File: config.mk
export PLATFORM = sky130hd
export DESIGN_NAME = sw_debounce
export DESIGN_NICKNAME = d
export VERILOG_FILES = /design/src/rtl/sw_debounce.sv
export SDC_FILE = /design/constraint.sdc
export NUM_CORES = 1
export LEC_CHECK = 0
export CORE_UTILIZATION = 30
export CTS_BUF_LIST = sky130_fd_sc_hd__clkbuf_4 sky130_fd_sc_hd__clkbuf_8 sky130_fd_sc_hd__clkbuf_16
export DETAILED_ROUTE_END_ITERATION = 7
export HOLD_SLACK_MARGIN = 0.12
export PLACE_DENSITY = 0.47
export SETUP_SLACK_MARGIN = 0.05
export SKIP_LAST_GASP = 1
export SLEW_MARGIN = 10
export SYNTH_ARGS = -nofsm -noshare
export SYNTH_HDL_FRONTEND = slang
export SYNTH_SLANG_ARGS = --single-unit
File: constraint.sdc
create_clock -name i_clk -period 1.5 [get_ports i_clk]
set_input_delay 0.15 -clock i_clk [delete_from_list [all_inputs] [get_ports i_clk]]
set_output_delay 0.15 -clock i_clk [all_outputs]
set_load 0.005 [all_outputs]
File: src/rtl/sw_debounce.sv
// Switch input conditioner: two-flop synchroniser on the active-low pins, then a per-channel
// debounce counter with registered press/release pulses. Define SW_DEBOUNCE_TOGGLE_EN to add o_sw_toggle.
module sw_debounce #(
  parameter int N_SW            = 4,
  parameter int DEBOUNCE_CYCLES = 16
) (
  input  logic            i_clk,
  input  logic            i_rst,
  input  logic [N_SW-1:0] i_sw_n,
  output logic [N_SW-1:0] o_sw_level,
  output logic [N_SW-1:0] o_sw_press,
`ifdef SW_DEBOUNCE_TOGGLE_EN
  output logic [N_SW-1:0] o_sw_toggle,
`endif
  output logic [N_SW-1:0] o_sw_release
);

  localparam int CNT_W = $clog2(DEBOUNCE_CYCLES + 1);
  localparam logic [CNT_W-1:0] CNT_MAX = CNT_W'(DEBOUNCE_CYCLES - 1);

  logic [N_SW-1:0] sync1_reg;
  logic [N_SW-1:0] sync2_reg;
  logic [N_SW-1:0] sw_s;

  // Reset to all-ones so a released switch never looks like a press on the way out of reset.
  always_ff @(posedge i_clk) begin
    if (i_rst) begin
      sync1_reg <= '1;
      sync2_reg <= '1;
    end else begin
      sync1_reg <= i_sw_n;
      sync2_reg <= sync1_reg;
    end
  end

  assign sw_s = ~sync2_reg;

  generate
    for (genvar gi = 0; gi < N_SW; gi++) begin : g_chan
      logic [CNT_W-1:0] cnt_reg;
      logic             level_reg;
      logic             press_reg;
      logic             release_reg;
`ifdef SW_DEBOUNCE_TOGGLE_EN
      logic             toggle_reg;
`endif

      always_ff @(posedge i_clk) begin
        if (i_rst) begin
          cnt_reg     <= '0;
          level_reg   <= 1'b0;
          press_reg   <= 1'b0;
          release_reg <= 1'b0;
`ifdef SW_DEBOUNCE_TOGGLE_EN
          toggle_reg  <= 1'b0;
`endif
        end else begin
          press_reg   <= 1'b0;
          release_reg <= 1'b0;
`ifdef SW_DEBOUNCE_TOGGLE_EN
          toggle_reg  <= toggle_reg ^ press_reg;
`endif
          if (sw_s[gi] == level_reg) begin
            cnt_reg <= '0;
          end else if (cnt_reg == CNT_MAX) begin
            // Input has disagreed with the level for the full window: accept it.
            level_reg   <= sw_s[gi];
            cnt_reg     <= '0;
            press_reg   <= sw_s[gi];
            release_reg <= ~sw_s[gi];
          end else begin
            cnt_reg <= cnt_reg + CNT_W'(1);
          end
        end
      end

      assign o_sw_level[gi]   = level_reg;
      assign o_sw_press[gi]   = press_reg;
      assign o_sw_release[gi] = release_reg;
`ifdef SW_DEBOUNCE_TOGGLE_EN
      assign o_sw_toggle[gi]  = toggle_reg;
`endif
    end
  endgenerate

endmodule

==> impl_metrics.tcl <==
set metrics [dict create \
    initial_core_util 0.313 \
    routed-via-count 942 \
    synth_top_family_by_area "simple AND/OR/NAND/NOR gates" \
    status "finished clean" \
    worstSetupEndpointType "flop" \
    largest_register_ffs 20 \
    syn_avg_cell_area_um2 10.6 \
    syn-cell-area_um2 1480 \
    wl_per_cell_um 9.73 \
    cts_buffer_depth 2 \
    drc 0 \
    num_antenna_cells 0 \
    vias_per_cell 4.15 \
    ant_nets 0 \
    synthSimpleGateAreaFrac 0.207 \
    detailed_place_hpwl_um 1360 \
    nets 173 \
    ios 18 \
    min_path_type "flop to flop" \
    syn_to_final_growth_pct 31.9 \
    path_clk_slew_ns 0.07 \
    tns_ns 0 \
    layout_common_cells "33 x dfxtp_1, 17 x clkdlybuf4s50_1, 12 x nor2_1" \
    die_h_um 72.2 \
    startpoint_type "flop" \
    fill_cells 456 \
    setup_viol 0 \
    synth.distinct_cells 19 \
    place_congestion 0.662 \
    die_width_um 72.2 \
    finalCritPeriodShare 0.951 \
    power.leakage_nw 0.686 \
    synth_cells 140 \
    antenna_found_initial 0 \
    worstMarginPinSlew_ns 0.275 \
    ys.warnings.count 0 \
    synth_fp_nets 154 \
    drv_slew 0 \
    skew_ns 0.00498 \
    cp_max_fo 5 \
    grt_pass1_vias 874 \
    dr.pass1.iters 2 \
    htree_levels 2 \
    clk_latency_ns 0.28 \
    clock-sinks 40 \
    yosys.area_share.xor_xnor 0.0711 \
    wirelength_um 2210 \
    rsz0062_at_grt "true" \
    drt_iter0_drc 15 \
    p_total_mw 1.89 \
    yosysSeqAreaShare 0.542 \
    worstPathRequired_ns 1.72 \
    dieArea_um2 5210 \
    grt_pass1_wl_um 3610 \
    cts_tree "built" \
    grt_max_degree 24 \
    num_rows 25 \
    max_freq_mhz 701 \
    synth_compound_area_frac 0.0203 \
    power-per-cell-area_nw_per_um2 969 \
    overflow 0 \
    synth-seq-cells 40 \
    io_buffers 17 \
    max_slew_margin 0.814 \
    hold_violations 0 \
    clockRootBuffer "clkbuf_8" \
    post-route-min-period_ns 1.43 \
    track_usage 0.0910 \
    max-vdd-ir-drop_v 0.000414 \
    synth_adder_area_share 0.0677 \
    final_common_cell "dfxtp_1" \
    final_layout_size_suffix_gt1_frac 0.375 \
    cts_buffers 5 \
    coreArea_um2 4720 \
    worstPathArrival_ns 1.64 \
    drv_cap 0 \
    path_class "flop to flop" \
    muxShareOfSynthArea 0 \
]
## per-stage QoR
step                       util  hold WS, ns  cells  worst slack [ns]  instance area [µm²]
after floorplan               -        0.254    140            0.0752                 1490
after CTS                 0.380        0.411    223            0.0609                 1790
final                     0.413        0.410    227            0.0733                 1950
after detailed placement  0.355        0.393    214           0.00269                 1680
after global placement    0.355        0.395    214            0.0384                 1680
after global routing      0.413        0.422    227            0.0242                 1950
## layout make-up
class / instances / area [µm²] / area share
Sequential cell: 40 / 810 / 0.415
Multi-Input combinational cell: 78 / 678 / 0.348
Timing Repair Buffer: 26 / 250 / 0.128
Clock buffer: 8 / 97.6 / 0.0501
Tap cell: 67 / 83.8 / 0.0430
Inverter: 8 / 30.0 / 0.0154
## report_power, final
group / total (mW) / switching (mW) / internal (mW)
Sequential: 1.08 / 0.00943 / 1.08
Clock: 0.747 / 0.336 / 0.411
Combinational: 0.0568 / 0.0230 / 0.0338
Total: 1.89 / 0.368 / 1.52
## timing repair
action                                  in CTS  in global routing
hold buffers                                 0                  0
setup buffers                                1                  4
endpoints found under the setup margin      20                 21
pin swaps                                    9                 13
gates resized for setup                      6                 30
## worst max-delay path, stage by stage, from the launching register on
cell	delay (ns)
dfxtp_2	0.34
ha_4	0.15
and3_4	0.18
ha_4	0.15
or3_4	0.42
nor2_1	0.11
## metal layers
metal / up-vias / GRT usage / part of all wire
met5: - / 0 / 0
met4: 0 / 0.0588 / 0.024
met3: 8 / 0.0306 / 0.039
met2: 17 / 0.146 / 0.48
met1: 436 / 0.103 / 0.46
li1: 481 / - / -
## synth_stat cells
library cell	n	area, µm²
dfxtp_1	40	801
nor2_1	25	93.8
buf_4	12	90.1
ha_1	8	100
inv_1	8	30.0
or2_2	8	50.1
xor2_1	8	70.1
a211oi_1	4	30.0
and3_1	4	25.0
nand3_1	4	20.0
or3_4	4	45.0
xnor2_1	4	35.0
and4b_1	3	30.0
nor4b_1	3	26.3
buf_2	1	5.00
buf_6	1	11.3
nand2_1	1	3.75
nand2b_1	1	6.26
nor3_1	1	5.00
## final timing paths
check / startpoint / slack [ns] / cells after the start / to
worst max register to register: g_chan[1].cnt_reg[0] / 0.07 / 5 / g_chan[1].cnt_reg[1]
worst max-delay path: g_chan[1].cnt_reg[0] / 0.07 / 5 / g_chan[1].cnt_reg[1]
worst min register to register: sync1_reg[2] / 0.41 / 1 / sync2_reg[2]
worst min-delay path: sync1_reg[2] / 0.41 / 1 / sync2_reg[2]
## kinds of logic (layout without fill, tap and decap cells)
| kind of cell | after synthesis | count (layout) |
|---|---|---|
| AOI/OAI and AO/OA | 4 | 4 |
| xor gates and xnor gates | 12 | 12 |
| adders and majority gates | 8 | 8 |
| buffers and inverters | 22 | 42 |
| DFF | 40 | 40 |
| and+or+nand+nor | 54 | 54 |
(Power assumes the default switching activity.)
